--- src/rtl/imm_gen_pipe.sv ---
// imm_gen_pipe: pipelined immediate generator with valid/ready handshake, flush and illegal-format flag
//   clk, rst_n          clock, asynchronous active-low reset
//   flush               kills every in-flight item at the next edge
//   in_valid/in_ready   input handshake; imm_in = instr[31:7], imm_src = format, tag_in = sideband
//   out_valid/out_ready output handshake; imm_out = extended immediate, imm_err = illegal format, tag_out
module imm_gen_pipe #(
   parameter int XLEN       = 32,
   parameter int PIPE_DEPTH = 1,
   parameter int TAG_W      = 5
) (
   input  logic             clk,
   input  logic             rst_n,
   input  logic             flush,
   input  logic             in_valid,
   output logic             in_ready,
   input  logic [24:0]      imm_in,
   input  logic [2:0]       imm_src,
   input  logic [TAG_W-1:0] tag_in,
   output logic             out_valid,
   input  logic             out_ready,
   output logic [XLEN-1:0]  imm_out,
   output logic             imm_err,
   output logic [TAG_W-1:0] tag_out
);
   localparam int L = PIPE_DEPTH - 1;

   if (!(XLEN == 32 || XLEN == 64) || PIPE_DEPTH < 1 || PIPE_DEPTH > 4) begin : g_bad_param
      $error("imm_gen_pipe: XLEN must be 32/64 and PIPE_DEPTH 1..4");
   end

   logic                         s;
   logic [31:0]                  imm32;
   logic [XLEN-1:0]              dec_imm;
   logic                         dec_err;
   logic [L:0]                   v, adv, nv, nerr;
   logic [L:0][XLEN-1:0]         imm_q, nimm;
   logic [L:0]                   err_q;
   logic [L:0][TAG_W-1:0]        tag_q, ntag;

   // Every format is built as a 32-bit value whose bit 31 is the correct
   // extension bit (zero for zimm/shamt/illegal), so one sign-extension to
   // XLEN serves all of them.
   always_comb begin
      s       = imm_in[24];
      imm32   = '0;
      dec_err = 1'b0;
      case (imm_src)
         3'b000: imm32 = {{20{s}}, imm_in[24:13]};
         3'b001: imm32 = {{20{s}}, imm_in[24:18], imm_in[4:0]};
         3'b101: imm32 = {{19{s}}, imm_in[24], imm_in[0], imm_in[23:18], imm_in[4:1], 1'b0};
         3'b010: imm32 = {imm_in[24:5], 12'b0};
         3'b110: imm32 = {{11{s}}, imm_in[24], imm_in[12:5], imm_in[13], imm_in[23:14], 1'b0};
         3'b011: imm32 = {27'b0, imm_in[12:8]};
         3'b100: imm32 = XLEN == 64 ? {26'b0, imm_in[18:13]} : {27'b0, imm_in[17:13]};
         default: dec_err = 1'b1;
      endcase
   end

   assign dec_imm = XLEN'($signed(imm32));

   // Stage k may advance unless it and every stage after it is full while
   // the consumer stalls; written in closed form to avoid a ripple chain.
   always_comb begin
      nv      = '0;
      nimm    = '0;
      nerr    = '0;
      ntag    = '0;
      nv[0]   = in_valid;
      nimm[0] = dec_imm;
      nerr[0] = dec_err;
      ntag[0] = tag_in;
      for (int k = 1; k < PIPE_DEPTH; k++) begin
         nv[k]   = v[k-1];
         nimm[k] = imm_q[k-1];
         nerr[k] = err_q[k-1];
         ntag[k] = tag_q[k-1];
      end
      for (int k = 0; k < PIPE_DEPTH; k++)
         adv[k] = out_ready | ~&(v | PIPE_DEPTH'((1 << k) - 1));
   end

   // Data fields load only when a valid item moves in, so stalled and empty
   // stages keep their contents bit-stable.
   always_ff @(posedge clk or negedge rst_n) begin
      if (!rst_n) begin
         v     <= '0;
         imm_q <= '0;
         err_q <= '0;
         tag_q <= '0;
      end else begin
         for (int k = 0; k < PIPE_DEPTH; k++) begin
            v[k] <= flush ? 1'b0 : adv[k] ? nv[k] : v[k];
            if (adv[k] && nv[k]) begin
               imm_q[k] <= nimm[k];
               err_q[k] <= nerr[k];
               tag_q[k] <= ntag[k];
            end
         end
      end
   end

   assign in_ready  = adv[0];
   assign out_valid = v[L];
   assign imm_out   = imm_q[L];
   assign imm_err   = err_q[L];
   assign tag_out   = tag_q[L];
endmodule

--- config.mk ---
export PLATFORM = sky130hd
export DESIGN_NAME = imm_gen_pipe
export DESIGN_NICKNAME = d
export VERILOG_FILES = /design/src/rtl/imm_gen_pipe.sv
export SDC_FILE = /design/constraint.sdc
export NUM_CORES = 1
export LEC_CHECK = 0
export BUFFER_PORTS_ARGS = -buffer_cell sky130_fd_sc_hd__buf_2
export CELL_PAD_IN_SITES_DETAIL_PLACEMENT = 1
export CELL_PAD_IN_SITES_GLOBAL_PLACEMENT = 1
export CORE_MARGIN = 2
export CORE_UTILIZATION = 37
export DETAILED_ROUTE_END_ITERATION = 16
export PLACE_DENSITY_LB_ADDON = 0.1
export SKIP_LAST_GASP = 1
export SYNTH_ARGS = -nofsm -noshare
export SYNTH_HDL_FRONTEND = slang
export SYNTH_SLANG_ARGS = --single-unit
--- constraint.sdc ---
create_clock -name clk -period 2.9 [get_ports clk]
set_input_delay 0.145 -clock clk [delete_from_list [all_inputs] [get_ports clk]]
set_output_delay 0.145 -clock clk [all_outputs]
set_load 0.01 [all_outputs]
==> impl_metrics.toml <==
[sta]
fin_hold_ws_ps = 84.7
clock_skew_ps = 1.44
rsz0062_at_grt = "no"
slew_violations = 0
fin_setup_tns_ps = 0
fmax_mhz = 526
hold_violations = 0
slew_headroom = 0.418
finalSetupViolations = 0
finalCritPeriodShare = 0.656
period_minus_slack_ps = 1900
tightest_slew_ps = 873

[finish]
area_growth_pct = 29.1
diodes = 0
drive_gt1_frac = 0.402
final_core_util = 0.489
layout.nets = 278
fillers = 548
stdcell_count = 295

[clocking]
cts_htree_levels = 2
root_buffer = "clkbuf_8"
numCtsBuffers = 5
clkTransAtPathRegs_ps = 70
clk_path_buf_depth = 2
clk_latency_ps = 290
tritoncts = "yes"
clock_sinks = 39

[floorplan]
die_y_um = 72.8
core-area_um2 = 4630
die_area_um2 = 5300
pin_count = 78
die_width_um = 72.8
rows = 25
initial_utilization = 0.378

[global_routing]
antenna_found_initial = 0
grt_max_degree = 40
grt_pass1_wl_mm = 8.19
grt_use_total = 0.204
grt_pass1_vias = 1707
overflow = 0

[synth]
ys_warn_count = 0
synth_top_cell_by_area = "dfrtp_1"
syn_area_um2 = 1750
syn_avg_cell_area_um2 = 10.7
synth.area.top_cells = "dfrtp_1 (56%), o21ai_0 (6.0%), a21oi_1 (5.1%)"
ys_seq_area_frac = 0.557
synth_seq_cells = 39
synth_top_area_share = 0.557
postSynthCellCount = 163
ys_types = 31
synth_fp_nets = 201

[place]
dp_hpwl_mm = 3.73
gp_congestion = 0.827
place_inst = 285
place.port_buffers = 77

[worst_setup_path]
cp.required_ps = 3130
start_kind = "flop"
cp-startpoint = "out_valid$_DFFE_PN0P_"
r2r_start = "out_valid$_DFFE_PN0P_"
end_kind = "flop"
crit_arrival_ps = 2130
path_max_fanout = 23
worst-setup-path-type = "flop to flop"

[route]
drcViolationCount = 0
viasPerCell = 5.38
wl_per_cell_um = 17.1
wl_mm = 5.03
drt_iter0_drc = 75
first_pass_iters = 4
ant_nets = 0
vias = 1587

[pwr]
vdd_drop_max_mv = 0.269
p_total_w = 0.00128
leakagePower_nw = 1.16
p_per_area_nw_per_um2 = 564

[hold_path]
hp-start = "tag_in[2]"
hp-class = "input port to flop"

[outcome]
status = "finished, final reports clean"

[run]
drv_cap = 0
==> state kept, by name, indices dropped and copies added (netlist names) <==
register and cells:
out_valid 1, imm_out 32, tag_out 5, imm_err 1
==> where the power goes <==
part	total (W)	leakage, nW	switching [W]	internal (W)
clock network	0.000356	0.0422	0.000187	0.000169
registers	0.000642	0.498	0.0000341	0.000608
logic	0.000279	0.617	0.000158	0.000120
==> cells in the mapped netlist <==
cell      number
a21oi_1       18
a221oi_1       3
clkbuf_1       4
mux2_2         5
o21ai_0       21
and3b_2        1
xor2_1         1
nor3b_2        1
a221o_1        5
dfrtp_1       39
a211oi_1       1
mux2i_1        5
nand3_1        2
buf_2          5
and4b_2        1
a21boi_0       1
nor2b_4        2
and2b_1        1
nor2_1         6
and3_1         1
a22o_1         6
nor2_2         1
mux2i_4        1
nor3b_1        1
nand2b_1       1
buf_6          1
nor2b_1        1
or2b_2         1
nand2_1       24
inv_1          2
o31ai_1        1
==> placed cells by master (no fill, tap or decap), drive strengths merged <==
cell type and n:
a211oi 1, a21boi 1, a21oi 18, a221o 5, a221oi 3, a22o 6
and2b 1, and3 1, and3b 1, and4b 1, buf 78, clkbuf 7
clkinv 1, dfrtp 39, dlygate4sd3 2, inv 2, mux2 5, mux2i 6
nand2 24, nand2b 1, nand3 2, nor2 7, nor2b 3, nor3b 2
o21ai 21, o31ai 1, or2b 1, xor2 1
==> worst paths after layout <==
path                                           end  depth (start not counted)  slack [ps]
setup / recovery            imm_out[5]$_DFFE_PN0P_                          4        1000
hold / removal              tag_out[2]$_DFFE_PN0P_                          2          80
setup reg to reg            imm_out[5]$_DFFE_PN0P_                          4        1000
hold reg to reg            imm_out[27]$_DFFE_PN0P_                          2         480
max in group asynchronous   imm_out[7]$_DFFE_PN0P_                          2        1840
min in group asynchronous   imm_out[1]$_DFFE_PN0P_                          2         520
==> through the flow <==
step | setup slack (ps) | instance area, µm²
after detailed placement | 1030 | 2160
after global placement | 1240 | 2160
final | 997 | 2260
after CTS | 995 | 2260
after global routing | 829 | 2260
after floorplan | 1540 | 1750
==> cells by family after synthesis <==
group	Yosys count	synth area share
AOI/OAI and AO/OA	56	0.198
and+or+nand+nor	44	0.133
DFF	39	0.557
buffers and inverters	12	0.0336
muxes	11	0.0736
xor gates and xnor gates	1	0.00500
==> layer usage <==
| layer | GRT usage | wire (µm) | vias up |
|---|---|---|---|
| met5 | 0 | 0 | - |
| met2 | 0.326 | 2380 | 65 |
| li1 | - | - | 738 |
| met1 | 0.258 | 2220 | 773 |
| met4 | 0.0823 | 93 | 0 |
| met3 | 0.0608 | 334 | 11 |
==> critical path, stage by stage (launching register included) <==
cell      delay [ps]
dfrtp_1          380
nand2b_1         150
nand2_1          530
nor2_1           560
a22o_1           210
==> repair_timing <==
| action | 4_1_cts | 5_1_grt |
|---|---|---|
| hold buffers | 2 | 0 |
| hold endpoints to repair | 30 | 0 |
| setup buffers | 0 | 0 |
| gates resized for setup | 0 | 0 |
==> cell type report <==
class	count	area [µm²]	share of cell area
clock inverters	1	5.00	0.00221
inverters	2	7.51	0.00332
well taps	54	67.6	0.0299
flip-flops and latches	39	976	0.431
multi-input cells	112	717	0.317
repair buffers	80	413	0.183
clock buffers	7	76.3	0.0337
Note: power is estimated with default switching activity, not from simulation.
